File: src/rtl/cpu_types_pkg.sv
// Shared CPU types for the fetch stage.
//   word_t        : 32-bit machine word
//   opcode_t      : 6-bit primary opcode field (instr[31:26])
//   HALT          : opcode that stops fetching
//   fetch_state_t : fetch controller states
package cpu_types_pkg;

    typedef logic [31:0] word_t;
    typedef logic [5:0]  opcode_t;

    localparam opcode_t HALT = 6'h3F;

    typedef enum logic [1:0] {
        FETCH  = 2'd0,
        REDIR  = 2'd1,
        HALTED = 2'd2
    } fetch_state_t;

    // Redirect targets are word aligned; low two bits are dropped.
    function automatic word_t align_word(input word_t addr);
        return {addr[31:2], 2'b00};
    endfunction

endpackage

File: src/rtl/if_id_latch.sv
// IF/ID pipeline register.
//   CLK, nRST        : clock, synchronous active-low reset
//   load_i           : capture instr_i/npc_i as a valid instruction
//   bubble_i         : clear to an empty slot (instr 0, npc 0, valid 0)
//   instr_i, npc_i   : incoming instruction word and its PC+4
//   instr_o, npc_o   : latched instruction and PC+4
//   valid_o          : latched slot holds a real instruction
// With neither load_i nor bubble_i asserted the contents are held.
module if_id_latch
    import cpu_types_pkg::*;
(
    input  logic  CLK,
    input  logic  nRST,
    input  logic  load_i,
    input  logic  bubble_i,
    input  word_t instr_i,
    input  word_t npc_i,
    output word_t instr_o,
    output word_t npc_o,
    output logic  valid_o
);

    word_t instr_q, instr_d;
    word_t npc_q, npc_d;
    logic  valid_q, valid_d;

    always_comb begin
        instr_d = instr_q;
        npc_d   = npc_q;
        valid_d = valid_q;
        if (load_i) begin
            instr_d = instr_i;
            npc_d   = npc_i;
            valid_d = 1'b1;
        end else if (bubble_i) begin
            instr_d = '0;
            npc_d   = '0;
            valid_d = 1'b0;
        end
    end

    always_ff @(posedge CLK) begin
        if (!nRST) begin
            instr_q <= '0;
            npc_q   <= '0;
            valid_q <= 1'b0;
        end else begin
            instr_q <= instr_d;
            npc_q   <= npc_d;
            valid_q <= valid_d;
        end
    end

    assign instr_o = instr_q;
    assign npc_o   = npc_q;
    assign valid_o = valid_q;

endmodule

File: src/rtl/fetch_stage.sv
// Instruction fetch stage: PC, redirect handling and IF/ID register.
//   CLK, nRST          : clock, synchronous active-low reset
//   ihit, imemload     : instruction memory response for imemaddr
//   hazard, mem_stall  : freeze requests (either one holds everything)
//   branch/jump, *_target : redirects resolved in decode (jump wins)
//   imemREN, imemaddr  : instruction memory request
//   if_instr, if_npc, if_valid : IF/ID register outputs
//
// state  | meaning
// FETCH  | normal sequential fetch from PC
// REDIR  | redirect seen while a fetch was outstanding; finish the old
//        | request, discard its word, then jump to pend_pc
// HALTED | HALT accepted; no requests until a redirect arrives
module fetch_stage
    import cpu_types_pkg::*;
#(
    parameter word_t PC_INIT = 32'h0000_0000
) (
    input  logic  CLK,
    input  logic  nRST,
    input  logic  ihit,
    input  word_t imemload,
    input  logic  hazard,
    input  logic  mem_stall,
    input  logic  branch,
    input  word_t branch_target,
    input  logic  jump,
    input  word_t jump_target,
    output logic  imemREN,
    output word_t imemaddr,
    output word_t if_instr,
    output word_t if_npc,
    output logic  if_valid
);

    fetch_state_t state_q, state_d;
    word_t        pc_q, pc_d;
    word_t        pend_pc_q, pend_pc_d;

    logic  stall, redirect, load, bubble;
    word_t target, pc_plus4;

    assign stall    = hazard | mem_stall;
    assign redirect = (jump | branch) & ~stall;
    assign target   = align_word(jump ? jump_target : branch_target);
    assign pc_plus4 = pc_q + 32'd4;

    always_comb begin
        state_d   = state_q;
        pc_d      = pc_q;
        pend_pc_d = pend_pc_q;
        load      = 1'b0;
        bubble    = 1'b0;
        if (!stall) begin
            unique case (state_q)
                FETCH: begin
                    if (redirect) begin
                        bubble = 1'b1;
                        if (ihit) begin
                            pc_d = target;
                        end else begin
                            // The memory is still busy with pc_q; remember
                            // where to go once it answers.
                            pend_pc_d = target;
                            state_d   = REDIR;
                        end
                    end else if (ihit) begin
                        load = 1'b1;
                        pc_d = pc_plus4;
                        if (opcode_t'(imemload[31:26]) == HALT) begin
                            state_d = HALTED;
                        end
                    end else begin
                        bubble = 1'b1;
                    end
                end
                REDIR: begin
                    bubble = 1'b1;
                    if (redirect) begin
                        pend_pc_d = target;
                    end else if (ihit) begin
                        pc_d    = pend_pc_q;
                        state_d = FETCH;
                    end
                end
                HALTED: begin
                    bubble = 1'b1;
                    if (redirect) begin
                        pc_d    = target;
                        state_d = FETCH;
                    end
                end
                default: begin
                    state_d = FETCH;
                end
            endcase
        end
    end

    always_ff @(posedge CLK) begin
        if (!nRST) begin
            state_q   <= FETCH;
            pc_q      <= PC_INIT;
            pend_pc_q <= '0;
        end else begin
            state_q   <= state_d;
            pc_q      <= pc_d;
            pend_pc_q <= pend_pc_d;
        end
    end

    // In REDIR pc_q still holds the abandoned fetch address.
    assign imemaddr = pc_q;
    assign imemREN  = (state_q != HALTED);

    if_id_latch u_if_id (
        .CLK      (CLK),
        .nRST     (nRST),
        .load_i   (load),
        .bubble_i (bubble),
        .instr_i  (imemload),
        .npc_i    (pc_plus4),
        .instr_o  (if_instr),
        .npc_o    (if_npc),
        .valid_o  (if_valid)
    );

endmodule

File: config.mk
export PLATFORM = sky130hd
export DESIGN_NAME = fetch_stage
export DESIGN_NICKNAME = d
export VERILOG_FILES = /design/src/rtl/cpu_types_pkg.sv /design/src/rtl/if_id_latch.sv /design/src/rtl/fetch_stage.sv
export SDC_FILE = /design/constraint.sdc
export NUM_CORES = 1
export LEC_CHECK = 0
export ABC_AREA = 1
export BUFFER_PORTS_ARGS = -buffer_cell sky130_fd_sc_hd__buf_2
export CAP_MARGIN = 10
export CORE_UTILIZATION = 30
export CTS_CLUSTER_DIAMETER = 120
export DETAILED_ROUTE_END_ITERATION = 8
export GPL_ROUTABILITY_DRIVEN = 1
export PLACE_DENSITY = 0.52
export SLEW_MARGIN = 5
export SYNTH_ARGS = -nofsm -noshare
export SYNTH_HDL_FRONTEND = slang
export SYNTH_HIERARCHICAL = 1
export SYNTH_SLANG_ARGS = --single-unit
File: constraint.sdc
create_clock -name CLK -period 2.7 [get_ports CLK]
set_input_delay 0 -clock CLK [delete_from_list [all_inputs] [get_ports CLK]]
set_output_delay 0 -clock CLK [all_outputs]
set_load 0.02 [all_outputs]
* After elaboration in Yosys (flattened, before gate mapping)
Cells that the tools add are included.
** Word-level totals
- Register bits after elaboration :: 131
- Bits in latches :: 0
- Bits in writable memories :: 0
- Bits in read-only memories :: 0
- Bits of input ports :: 103
- Output and inout port bits :: 98
- Word-level logic and storage cells :: 65
- Memories :: 0
** Operators by class
- Add/subtract/negate cells :: 1
- $mul :: 0
- Divide/modulo/power cells :: 0
- Order comparisons :: 0
- Equal/unequal tests :: 14
- Shifts and indexed selects :: 0
- Multiplexer cells :: 32
- Bitwise logic cells :: 4
- Reduce and logical (&&, ||, !) cells :: 8
** Operator list (number)
- 2-to-1 mux 32 bit :: 12
- case mux 32 bit (3 select lines) :: 1
- case mux 32 bit (2 select lines) :: 1
- adder 32 x 3 -> 32 bit, second input constant :: 1
- inequality test 2 bit, second input constant :: 8
- 2-to-1 mux 2 bit :: 7
- 2-to-1 mux 1 bit :: 9
- inequality test 3 bit, second input constant :: 3
- AND reduction 7 bit :: 1
- equality test 6 bit, second input constant :: 1
- case mux 2 bit (3 select lines) :: 1
- AND reduction 6 bit :: 1
- AND reduction 5 bit :: 1
- nonzero test 2 bit :: 2
- nonzero test 3 bit :: 1
- equality test 2 x 1 -> 1 bit, second input constant :: 1
- equality test 2 bit, second input constant :: 1
- zero test 2 bit :: 1
- bitwise OR 1 bit :: 2
- case mux 1 bit (2 select lines) :: 1
- OR reduction 2 bit :: 1
- bitwise AND 1 bit :: 1
- NOT 1 bit :: 1

* Depth between registers and ports, before layout
- Depth after elaboration :: 8
- Gate-level depth with buffers :: 11
- Depth with buffers taken out :: 10

* Modules after synthesis
The synthesis kept the hierarchy.
** By module, submodules not included
- fetch_stage :: instances 1, cells each 765, area an instance 4485.6 um^2, seq. area each 1241.2 um^2
- if_id_latch :: instances 1, cells each 282, area an instance 2242.2 um^2, seq. area each 1301.2 um^2

* Least setup slack after synthesis
No wires, ideal clock.
- Kind :: register to register
- From :: reg state_q[0]
- To :: reg u_if_id.instr_q[0], in the netlist u_if_id/instr_o[0]
- Library setup time :: 0.070 ns
- Arrival :: 1.870 ns
- Required time :: 2.630 ns
- Path slack :: 0.759 ns
- Cell stages (with the launch flop) :: 11
- Path buffers :: 3
- Period minus slack after synthesis :: 1.941 ns
- Cells stage by stage :: dfxtp_1 inv_1 ha_1 buf_2 clkbuf_1 o31ai_1 nor2_1 nor2_4 buf_4 nand2_1 a21oi_1
** Between the ends
- Cells in the longest elaborated chain, start to end :: 5
- Elaborated cells on any way between the ends :: 10
- Classes of those cells :: eq/ne (2); mux (5); reduce/logical (3)
** Ends and longest elaborated chain
- from (decl) :: RTL line fetch_stage.sv:36 : fetch_state_t state_q, state_d;
- from (signal assigned) :: RTL line fetch_stage.sv:106 : state_q <= state_d;
- equality test 2 bit / equality test 2 x 1 -> 1 bit (equally long branches) :: RTL line fetch_stage.sv:55 : unique case (state_q)
- OR reduction 2 bit (no line)
- case mux 1 bit (2 select lines) * :: RTL line fetch_stage.sv:55
- 2-to-1 mux 1 bit * :: RTL line fetch_stage.sv:54 : if (!stall) begin
- net bubble :: RTL line fetch_stage.sv:40 : logic stall, redirect, load, bubble;
- nonzero test 2 bit (no line) *
- to (signal assigned) :: RTL line if_id_latch.sv:48 : instr_q <= instr_d;
- to (decl) :: RTL line if_id_latch.sv:23 : word_t instr_q, instr_d;
Mark *: on every way through the listed nets, which the timed path passes. The rest lies on a longest branch.
A chain may end at the register's enable or synchronous reset.

* Worst setup path in the final report
- From :: reg state_q[0]
- To :: reg pend_pc_q[17]
** Between the ends
- Cells in the longest elaborated chain, start to end :: 3
- Elaborated cells on any way between the ends :: 8
- Classes of those cells :: eq/ne (4); mux (1); reduce/logical (3)
** Ends and longest elaborated chain
- equality test 2 x 1 -> 1 bit / zero test 2 bit (equally long branches) :: RTL line fetch_stage.sv:55
- inequality test 2 bit (no line) / nonzero test 2 bit (equally long branches)
- AND reduction 5 bit (no line)
- to (signal assigned) :: RTL line fetch_stage.sv:108 : pend_pc_q <= pend_pc_d;
- to (decl) :: RTL line fetch_stage.sv:38 : word_t pend_pc_q, pend_pc_d;
Several ways; a longest one is shown, not always the timed one.

==> results_dict.tcl <==
set metrics [dict create \
    ios 201 \
    yosys.cell_count.top_type "nand2_1" \
    grt_pass1_vias 6638 \
    arrival_ns 2.42 \
    fmax_ghz 0.479 \
    overflow 0 \
    gp_congestion 0.860 \
    pwr_density_cell_nw_per_um2 574 \
    die_x_um 152 \
    vdd_drop_max_mv 0.410 \
    period_minus_slack_ns 2.09 \
    yosys-top-cells-count "nand2_1 (323), a21oi_1 (137), dfxtp_1 (127), nor2_1 (127), o21ai_0 (87)" \
    cts_tree "done" \
    portBuffers 194 \
    num_antenna_cells 0 \
    cts_buffers 17 \
    synth_top_area_share_pct 37.8 \
    busiest_layer "met2" \
    routedWlPerCell_um 14.7 \
    fin_crit_sh_pct 77.3 \
    via_per_inst 4.69 \
    place_hpwl_um 16100 \
    drt_iter0_drc 403 \
    max_cap_viol_count 0 \
    num_rows 54 \
    drive_above_1_share_pct 21.2 \
    cp_data_required_time_ns 3.03 \
    synth-seq-area-share_pct 37.8 \
    dp.cells 1476 \
    core_area_um2 21900 \
    tns_ns 0 \
    die-height_um 152 \
    leakagePower_nw 3.86 \
    cts.path.max_buffers 2 \
    synth_edf_count 0 \
    via_count 7218 \
    grt_pass1_wl_um 34900 \
    final_cells 1540 \
    met3_usage_pct 4.79 \
    drv_slew 0 \
    syn_area_per_cell_um2 6.43 \
    clk_pin_slew_worst_paths_ns 0.06 \
    track_usage_pct 19.8 \
    synth_area_leaders "dfxtp_1 (38%), nand2_1 (18%), a21oi_1 (10%)" \
    start_kind "flip-flop" \
    start_util_pct 30.7 \
    synth_flop_cell "dfxtp_1" \
    first_pass_iters 4 \
    area_growth_pct 31.4 \
    ys_ff_latch 127 \
    outcome "finished, final reports clean" \
    worstMarginPinSlew_ns 0.759 \
    setup_violations 0 \
    crit_fanout 34 \
    end_kind "flip-flop" \
    syn-instance-count 1047 \
    finalHoldViolations 0 \
    ant_nets 0 \
    fin_nets 1355 \
    ys_types 36 \
    finClkSkew_ns 0.0113 \
    h-tree-depth 4 \
    rsz0062_at_grt "false" \
    clock-sinks 127 \
    die-area_um2 23000 \
    synth_area_leader_cell "dfxtp_1" \
    ctsResizeCount 0 \
    clkLatencyLatePin_ns 0.42 \
    worstHoldPathType "input pin to flip-flop" \
    critPathKind "flip-flop to flip-flop" \
    drc 0 \
    relSlewSlack_pct 48.8 \
    ys_warn_count 6 \
    fill_cells 2397 \
    root_buffer "clkbuf_16" \
    netlist_area_um2 6730 \
    synth-async-reset-ratio_pct 0 \
    use_met1_pct 25.7 \
    use_met2_pct 32.5 \
    wirelength_um 22700 \
    grt_max_degree 67 \
    grt_antenna_before_repair 0 \
]
-- registers in the layout (all words and copies together) (netlist names) --
name and count:
u_if_id/valid_o 1, state_q 2, imemaddr 30, pend_pc_q 30
u_if_id/npc_o 32, u_if_id/instr_o 32
-- routing by layer --
layer / wire length, µm / up-vias
li1: - / 3774
met1: 10900 / 3234
met2: 10100 / 191
met3: 1360 / 19
met4: 271 / 0
met5: 0 / -
-- where the power goes --
| part | internal (mW) | total [mW] | switching, mW |
|---|---|---|---|
| Clock | 1.55 | 2.42 | 0.875 |
| Sequential | 1.94 | 2.00 | 0.0612 |
| Combinational | 0.241 | 0.655 | 0.414 |
-- what timing repair did --
action                    CTS  global route
hold buffers               32             0
setup buffers               0             0
hold endpoints to repair   32             0
-- layout make-up --
| class | instances | area, µm² | area share, % |
|---|---|---|---|
| sequential | 127 | 2540 | 28.7 |
| timing repair buffer | 242 | 1460 | 16.5 |
| tap | 280 | 350 | 3.96 |
| multi-input combinational | 788 | 3600 | 40.7 |
| inverter | 71 | 268 | 3.03 |
| clock inverter | 10 | 134 | 1.51 |
| clock buffer | 22 | 484 | 5.48 |
-- critical path, stage by stage, from the launching register on --
cell	delay (ns)
dfxtp_1	0.37
inv_1	0.08
ha_1	0.21
inv_1	0.10
nand2_1	0.05
o21ai_0	0.12
nand2_2	0.25
inv_2	0.32
buf_12	0.24
nor2_1	0.07
a211oi_2	0.15
-- cell families after synthesis --
logic type	share of synthesized area [%]
simple gates	28.7
other cells	0.0557
xor+xnor	1.04
fa+ha+maj	0.930
compound gates	22.5
flops	37.8
buf+inv	8.91
-- final timing paths --
check / endpoint / cells after the start / slack, ns / startpoint
max: pend_pc_q[17]$_SDFFE_PN0P_ / 10 / 0.61 / state_q[0]$_SDFFE_PN0P_
min: pend_pc_q[25]$_SDFFE_PN0P_ / 5 / 0.03 / jump_target[25]
max reg2reg: pend_pc_q[17]$_SDFFE_PN0P_ / 10 / 0.61 / state_q[0]$_SDFFE_PN0P_
min reg2reg: u_if_id/instr_o[5]$_SDFFE_PN0P_ / 2 / 0.46 / u_if_id/instr_o[5]$_SDFFE_PN0P_
-- stage by stage --
| step | setup WS [ns] | power [mW] | hold WS, ns | utilization (%) | cell area [µm²] |
|---|---|---|---|---|---|
| after CTS | 0.610 | 5.13 | 0.0324 | 40.4 | 8840 |
| final | 0.613 | 5.08 | 0.0312 | 40.4 | 8840 |
| after global routing | 0.316 | 5.30 | 0.0750 | 40.4 | 8840 |
| after detailed placement | 0.639 | 2.67 | 0.259 | 36.1 | 7910 |
| after global placement | 0.686 | 2.66 | 0.255 | 36.1 | 7910 |
| after floorplan | 0.759 | 2.42 | 0.147 | - | 6740 |
-- cells in the final DEF, fill, tap and decap left out, drive strengths merged --
master,netlist,final
dlygate4sd3,0,32
buf,36,210
and2,2,2
xor2,4,4
ha,5,5
o21ai,121,121
nand4,1,1
inv,67,67
dfxtp,127,127
clkinvlp,0,2
o211ai,1,1
a21oi,137,137
nand2,326,326
nor4,1,1
a22oi,3,3
nor3,1,1
xnor2,4,4
a211oi,17,17
nand3b,3,3
bufinv,0,3
nand3,24,24
o31ai,1,1
nor2,133,133
clkinv,4,9
clkbuf,28,22
conb,1,4
Power figures use the tool's default switching activity.
